<file path="config.mk">
export PLATFORM = sky130hd
export DESIGN_NAME = calc1_port_sched
export DESIGN_NICKNAME = d
export VERILOG_FILES = /design/src/rtl/calc1_port_sched.sv
export SDC_FILE = /design/constraint.sdc
export NUM_CORES = 1
export LEC_CHECK = 0
export BUFFER_PORTS_ARGS = -buffer_cell sky130_fd_sc_hd__buf_4
export CAP_MARGIN = 30
export CORE_MARGIN = 8
export CORE_UTILIZATION = 50
export CTS_BUF_LIST = sky130_fd_sc_hd__clkbuf_4 sky130_fd_sc_hd__clkbuf_8 sky130_fd_sc_hd__clkbuf_16
export DETAILED_ROUTE_END_ITERATION = 10
export PLACE_DENSITY = 0.77
export SLEW_MARGIN = 40
export SYNTH_ARGS = -nofsm -noshare
export SYNTH_HDL_FRONTEND = slang
export SYNTH_SLANG_ARGS = --single-unit
</file>
<file path="constraint.sdc">
create_clock -name c_clk -period 2.2 [get_ports c_clk]
set_input_delay 0.44 -clock c_clk [delete_from_list [all_inputs] [get_ports c_clk]]
set_output_delay 0.44 -clock c_clk [all_outputs]
set_load 0.01 [all_outputs]
</file>
<file path="src/rtl/calc1_port_sched.sv">
// calc1_port_sched
//
// Lets four requesters share one single-port calc1 engine. Each requester
// sends a two-cycle command: cmd + operand1, then operand2. The command is
// held in that port's slot until the round-robin arbiter grants it. It is then
// replayed to the engine with the same two-cycle protocol. The engine's
// response is routed back to the port that issued the command. If the engine
// never answers, a timeout guard produces a synthetic error response.
//
// Ports
//   c_clk, reset_n              clock (rising edge); async active-low reset
//   reqN_cmd_in  [CMD_W]        requester N command, 0 = no request
//   reqN_data_in [DATA_W]       operand1 in the cmd cycle, operand2 the cycle after
//   out_respN    [2]            0 none, 1 success, 2 error (engine error or timeout)
//   out_dataN    [DATA_W]       result while out_respN != 0, else 0
//   eng_cmd_out  [CMD_W]        command to the engine (ISSUE1 only)
//   eng_data_out [DATA_W]       operand1 in ISSUE1, operand2 in ISSUE2, else 0
//   eng_resp_in  [2]            engine response, nonzero for one cycle
//   eng_data_in  [DATA_W]       engine result
//   busy                        engine FSM not in IDLE
//   err_protocol                sticky protocol-violation flag
module calc1_port_sched #(
  parameter int DATA_W  = 32,
  parameter int CMD_W   = 4,
  parameter int TIMEOUT = 64
) (
  input  logic              c_clk,
  input  logic              reset_n,
  input  logic [CMD_W-1:0]  req1_cmd_in,
  input  logic [DATA_W-1:0] req1_data_in,
  input  logic [CMD_W-1:0]  req2_cmd_in,
  input  logic [DATA_W-1:0] req2_data_in,
  input  logic [CMD_W-1:0]  req3_cmd_in,
  input  logic [DATA_W-1:0] req3_data_in,
  input  logic [CMD_W-1:0]  req4_cmd_in,
  input  logic [DATA_W-1:0] req4_data_in,
  output logic [1:0]        out_resp1,
  output logic [DATA_W-1:0] out_data1,
  output logic [1:0]        out_resp2,
  output logic [DATA_W-1:0] out_data2,
  output logic [1:0]        out_resp3,
  output logic [DATA_W-1:0] out_data3,
  output logic [1:0]        out_resp4,
  output logic [DATA_W-1:0] out_data4,
  output logic [CMD_W-1:0]  eng_cmd_out,
  output logic [DATA_W-1:0] eng_data_out,
  input  logic [1:0]        eng_resp_in,
  input  logic [DATA_W-1:0] eng_data_in,
  output logic              busy,
  output logic              err_protocol
);

  localparam int CNT_W = $clog2(TIMEOUT + 1);
  // The timeout fires after TIMEOUT-1 silent WAIT_RESP cycles. The error
  // response is then visible exactly TIMEOUT cycles after ISSUE2. This is the
  // same cycle in which a real response sampled in that last wait cycle
  // would appear.
  localparam logic [CNT_W-1:0] CNT_LAST = CNT_W'(TIMEOUT - 2);

  typedef enum logic [1:0] {
    SLOT_EMPTY,
    SLOT_OP1,
    SLOT_PENDING,
    SLOT_SERVICE
  } slotState_e;

  typedef enum logic [1:0] {
    ENG_IDLE,
    ENG_ISSUE1,
    ENG_ISSUE2,
    ENG_WAIT_RESP
  } engState_e;

  logic [CMD_W-1:0]  reqCmd  [4];
  logic [DATA_W-1:0] reqData [4];

  slotState_e        slotState_q [4];
  slotState_e        slotState_d [4];
  logic [CMD_W-1:0]  slotCmd_q   [4];
  logic [CMD_W-1:0]  slotCmd_d   [4];
  logic [DATA_W-1:0] slotOp1_q   [4];
  logic [DATA_W-1:0] slotOp1_d   [4];
  logic [DATA_W-1:0] slotOp2_q   [4];
  logic [DATA_W-1:0] slotOp2_d   [4];

  engState_e         engState_q, engState_d;
  logic [1:0]        grant_q, grant_d;
  logic [1:0]        ptr_q, ptr_d;
  logic [CNT_W-1:0]  cnt_q, cnt_d;

  logic [1:0]        resp_q  [4];
  logic [1:0]        resp_d  [4];
  logic [DATA_W-1:0] rdata_q [4];
  logic [DATA_W-1:0] rdata_d [4];

  logic              errProt_q, errProt_d;

  logic              anyPending;
  logic [1:0]        pickIdx;
  logic              grantFire;
  logic              respFire;
  logic              timeoutFire;
  logic              done;
  logic              slotErr;

  assign reqCmd[0]  = req1_cmd_in;
  assign reqCmd[1]  = req2_cmd_in;
  assign reqCmd[2]  = req3_cmd_in;
  assign reqCmd[3]  = req4_cmd_in;
  assign reqData[0] = req1_data_in;
  assign reqData[1] = req2_data_in;
  assign reqData[2] = req3_data_in;
  assign reqData[3] = req4_data_in;

  // Round-robin pick: the first PENDING slot at or after the pointer. The
  // 2-bit index wraps naturally from port 4 back to port 1.
  always_comb begin
    anyPending = 1'b0;
    pickIdx    = ptr_q;
    for (int k = 0; k < 4; k++) begin
      if (!anyPending && slotState_q[ptr_q + 2'(k)] == SLOT_PENDING) begin
        anyPending = 1'b1;
        pickIdx    = ptr_q + 2'(k);
      end
    end
  end

  assign grantFire   = (engState_q == ENG_IDLE) && anyPending;
  assign respFire    = (engState_q == ENG_WAIT_RESP) && (eng_resp_in != 2'b00);
  // A real response in the final wait cycle wins over the timeout.
  assign timeoutFire = (engState_q == ENG_WAIT_RESP) && (eng_resp_in == 2'b00) &&
                       (cnt_q == CNT_LAST);
  assign done        = respFire || timeoutFire;

  // Engine-side FSM. The engine outputs are decoded from the state, so they
  // are zero whenever the FSM is IDLE or waiting.
  always_comb begin
    engState_d   = engState_q;
    grant_d      = grant_q;
    ptr_d        = ptr_q;
    cnt_d        = cnt_q;
    eng_cmd_out  = '0;
    eng_data_out = '0;
    case (engState_q)
      ENG_IDLE: begin
        if (anyPending) begin
          grant_d    = pickIdx;
          ptr_d      = pickIdx + 2'd1;
          engState_d = ENG_ISSUE1;
        end
      end
      ENG_ISSUE1: begin
        eng_cmd_out  = slotCmd_q[grant_q];
        eng_data_out = slotOp1_q[grant_q];
        engState_d   = ENG_ISSUE2;
      end
      ENG_ISSUE2: begin
        eng_data_out = slotOp2_q[grant_q];
        cnt_d        = '0;
        engState_d   = ENG_WAIT_RESP;
      end
      ENG_WAIT_RESP: begin
        cnt_d = cnt_q + CNT_W'(1);
        if (done) begin
          engState_d = ENG_IDLE;
        end
      end
      default: engState_d = ENG_IDLE;
    endcase
  end

  // Per-port capture slots. A nonzero command while a slot is PENDING or
  // in service is dropped and flagged. The command input is ignored during
  // the operand2 cycle (OP1).
  always_comb begin
    slotErr = 1'b0;
    for (int i = 0; i < 4; i++) begin
      slotState_d[i] = slotState_q[i];
      slotCmd_d[i]   = slotCmd_q[i];
      slotOp1_d[i]   = slotOp1_q[i];
      slotOp2_d[i]   = slotOp2_q[i];
      case (slotState_q[i])
        SLOT_EMPTY: begin
          if (reqCmd[i] != '0) begin
            slotCmd_d[i]   = reqCmd[i];
            slotOp1_d[i]   = reqData[i];
            slotState_d[i] = SLOT_OP1;
          end
        end
        SLOT_OP1: begin
          slotOp2_d[i]   = reqData[i];
          slotState_d[i] = SLOT_PENDING;
        end
        SLOT_PENDING: begin
          if (reqCmd[i] != '0) begin
            slotErr = 1'b1;
          end
          if (grantFire && pickIdx == 2'(i)) begin
            slotState_d[i] = SLOT_SERVICE;
          end
        end
        SLOT_SERVICE: begin
          if (reqCmd[i] != '0) begin
            slotErr = 1'b1;
          end
          if (done && grant_q == 2'(i)) begin
            slotState_d[i] = SLOT_EMPTY;
          end
        end
        default: slotState_d[i] = SLOT_EMPTY;
      endcase
    end
  end

  // Response return: a one-cycle registered pulse on the granted port only.
  // Code 3 is never forwarded, so an out-of-range engine code becomes an error.
  always_comb begin
    for (int i = 0; i < 4; i++) begin
      resp_d[i]  = 2'b00;
      rdata_d[i] = '0;
      if (respFire && grant_q == 2'(i)) begin
        resp_d[i]  = (eng_resp_in == 2'd1) ? 2'd1 : 2'd2;
        rdata_d[i] = eng_data_in;
      end else if (timeoutFire && grant_q == 2'(i)) begin
        resp_d[i]  = 2'd2;
      end
    end
  end

  assign errProt_d = errProt_q || slotErr ||
                     ((eng_resp_in != 2'b00) && (engState_q != ENG_WAIT_RESP));

  always_ff @(posedge c_clk or negedge reset_n) begin
    if (!reset_n) begin
      engState_q <= ENG_IDLE;
      grant_q    <= 2'd0;
      ptr_q      <= 2'd0;
      cnt_q      <= '0;
      errProt_q  <= 1'b0;
      for (int i = 0; i < 4; i++) begin
        slotState_q[i] <= SLOT_EMPTY;
        slotCmd_q[i]   <= '0;
        slotOp1_q[i]   <= '0;
        slotOp2_q[i]   <= '0;
        resp_q[i]      <= 2'b00;
        rdata_q[i]     <= '0;
      end
    end else begin
      engState_q <= engState_d;
      grant_q    <= grant_d;
      ptr_q      <= ptr_d;
      cnt_q      <= cnt_d;
      errProt_q  <= errProt_d;
      for (int i = 0; i < 4; i++) begin
        slotState_q[i] <= slotState_d[i];
        slotCmd_q[i]   <= slotCmd_d[i];
        slotOp1_q[i]   <= slotOp1_d[i];
        slotOp2_q[i]   <= slotOp2_d[i];
        resp_q[i]      <= resp_d[i];
        rdata_q[i]     <= rdata_d[i];
      end
    end
  end

  assign out_resp1    = resp_q[0];
  assign out_resp2    = resp_q[1];
  assign out_resp3    = resp_q[2];
  assign out_resp4    = resp_q[3];
  assign out_data1    = rdata_q[0];
  assign out_data2    = rdata_q[1];
  assign out_data3    = rdata_q[2];
  assign out_data4    = rdata_q[3];
  assign busy         = (engState_q != ENG_IDLE);
  assign err_protocol = errProt_q;

endmodule

</file>
==> results.ini <==
[global_routing]
grt_start_max_net_pins = 83
first_global_vias = 13178
grt_overflow = 0
grt.total_usage = 0.245
antenna_found_initial = 4
grt_pass1_wl_um = 78900

[sta]
tightest_slew_ns = 0.555
slew_viol_final = 0
min_period_ns = 2.74
fmax_mhz = 365
grt_setup_unrepaired = yes
final-setup-viol-count = 44
max-slew-margin-rel = 0.626
hold_violations = 0
fin_crit_sh = 1.24
fin_skew_ns = 0.0183
layout_setup_ws_ns = -0.537
fin_tns_setup_ns = -18.81

[floorplan]
die-area_um2 = 42600
start_util = 0.508
row_count = 69
die_y_um = 206
core_region_area_um2 = 35700
io_pins = 354
die_w_um = 206

[power_and_ir_drop]
p_total_mw = 37.5
leakagePower_nw = 11.3
ir_worst_vdd_v = 0.000927
powerDensity_nw_per_um2 = 1540

[clock_network]
clk_latency_ns = 0.56
cts-root-buf = clkbuf_16
cts.clk_slew.worst_paths_ns = 0.06
cts_sinks = 430
cts_tree = built
htree_levels = 2
cts_buffer_depth = 3
cts_inserted_buffers = 45

[synthesis]
synth.most_common_cell = dfrtp_1
yosys.area.top_type = dfrtp_1
synthArstFlopShare = 1.00
synth_edf_count = 0
syn_nets = 1439
yosysUniqueCellTypes = 42
ys_ff_latch = 430
syn_area_um2 = 18100
synth.avg_cell_area_um2 = 14.7
netlist_top_cells_count = dfrtp_1 (430), mux2_2 (254), and2_1 (133), mux4_2 (68), nand2_1 (43)
synthFlopType = dfrtp_1
seq_area_frac_synth = 0.594
ys_warn_count = 0
synth_area_leaders = dfrtp_1 (59%), mux2_2 (16%), mux4_2 (8.5%)
yosysTopAreaCellShare = 0.594
synth_cells = 1230

[setup_path]
regToRegSetupSlack_ns = -0.26
path_max_fanout = 5
timing.rr.start = slotState_q[5]
end_kind = primary output
critical_path_class = reg2out
startpoint = grant_q[0]
critPathLaunchType = flop
critical_path_required_ns = 1.76
worstPathArrival_ns = 2.30

[hold_path]
hold_start = req3_cmd_in[2]
hold_path_class = in2reg

[final_layout]
drive_above_1_share = 0.563
nets = 1878
area_growth_pct = 34.9
fill_cells = 2441
finalNonFillerCells = 2165
final_util = 0.685
multi_input_area_um2 = 7450
seqCellArea_um2 = 10800

[detailed_routing]
dr.pass1.iters = 5
drt_iter0_drc = 748
antenna_left = 0
drt-total-wl_um = 53300
vias = 12165
drt-wirelength-per-cell_um = 24.6
drcViolationCount = 0
vias_per_cell = 5.62

[placement]
dp_hpwl_um = 34600
place_inst = 2054
gp_routability_congestion = 0.891
dpl_worst_slack_ns = -0.124
io_buffers = 353

[run_status]
status = complete, but fails checks
violations = setup timing

[run]
drv_cap = 0

-- worst max-delay path: stages, from the launching register on --
cell     delay [ns]
dfrtp_4        0.48
buf_12         0.16
buf_6          0.11
mux4_2         0.50
a22oi_2        0.24
nor2b_1        0.08
buf_4          0.15
-- metrics by stage --
step           instance area [µm²]  hold WS [ns]
6_report                     24400        0.0985
5_1_grt                      24400        0.0848
4_1_cts                      24100        0.0651
3_5_place_dp                 22000         0.399
3_3_place_gp                 22000         0.401
2_1_floorplan                18100         0.144
-- sequential cells by signal, summed over array words and instances, names as in the netlist, 7 cells and up --
name and flops:
slotState_q 8, slotOp1_q 128, cnt_q 7, out_data2 32
out_data1 32, slotOp2_q 128, slotCmd_q 16, out_data3 32
out_data4 32
-- cells in the final DEF, fill, tap and decap left out, drive strengths merged, types with 3 or more instances in the layout --
master | Yosys | final
nand4 | 3 | 3
a21oi | 3 | 3
a22o | 8 | 8
clkinv | 0 | 6
o32a | 3 | 3
diode | 0 | 3
and2 | 133 | 133
ha | 29 | 29
buf | 30 | 460
dfrtp | 430 | 430
inv | 17 | 17
a22oi | 33 | 33
nand3 | 4 | 4
nand2b | 12 | 12
nor2b | 37 | 37
nor2 | 24 | 24
mux2 | 262 | 262
nand2 | 43 | 43
mux4 | 68 | 68
bufinv | 0 | 5
or2 | 3 | 3
o311a | 3 | 3
clkinvlp | 0 | 5
o22ai | 4 | 4
a221oi | 3 | 3
o21ai | 13 | 13
nor4 | 4 | 4
clkbuf | 42 | 66
-- report_power, final --
group | internal, mW | switching, mW
clock network | 4.76 | 3.10
logic | 9.52 | 7.50
registers | 10.9 | 1.72
total | 25.2 | 12.3
-- final cells by class --
class                           count  area share
Clock inverter                     16     0.00891
Clock buffer                       63      0.0539
Antenna cell                        3    0.000307
Tap cell                          461      0.0236
Timing Repair Buffer              464       0.165
Multi-Input combinational cell    711       0.305
Sequential cell                   430       0.441
Inverter                           17     0.00261
-- path summary, 6_finish.rpt --
path,end,cells past startpoint
max in group asynchronous,slotOp1_q[25],3
worst min-delay path,slotCmd_q[6],3
min in group asynchronous,out_data4[22],2
worst max-delay path,eng_data_out[29],6
worst min register to register,slotCmd_q[5],2
worst max register to register,slotState_q[5],8
-- cells by family after synthesis --
family,share of synthesized area
and+or+nand+nor,0.0845
muxes,0.248
AOI/OAI and AO/OA,0.0336
DFF,0.594
adders and majority gates,0.0200
buffers and inverters,0.0195
-- timing repair --
action | in CTS | in global routing
gates resized for setup | 69 | 43
hold buffers | 1 | 0
pin swaps | 26 | 21
setup endpoints to repair | 40 | 44
gates cloned | 2 | 4
setup buffers | 19 | 7
hold endpoints to repair | 39 | 0
-- layer usage --
layer  track usage  routed length (µm)
met2         0.423               27200
met4        0.0655                1190
met5             0                   0
met1         0.310               21500
met3        0.0511                3470
Power figures use the tool's default switching activity.
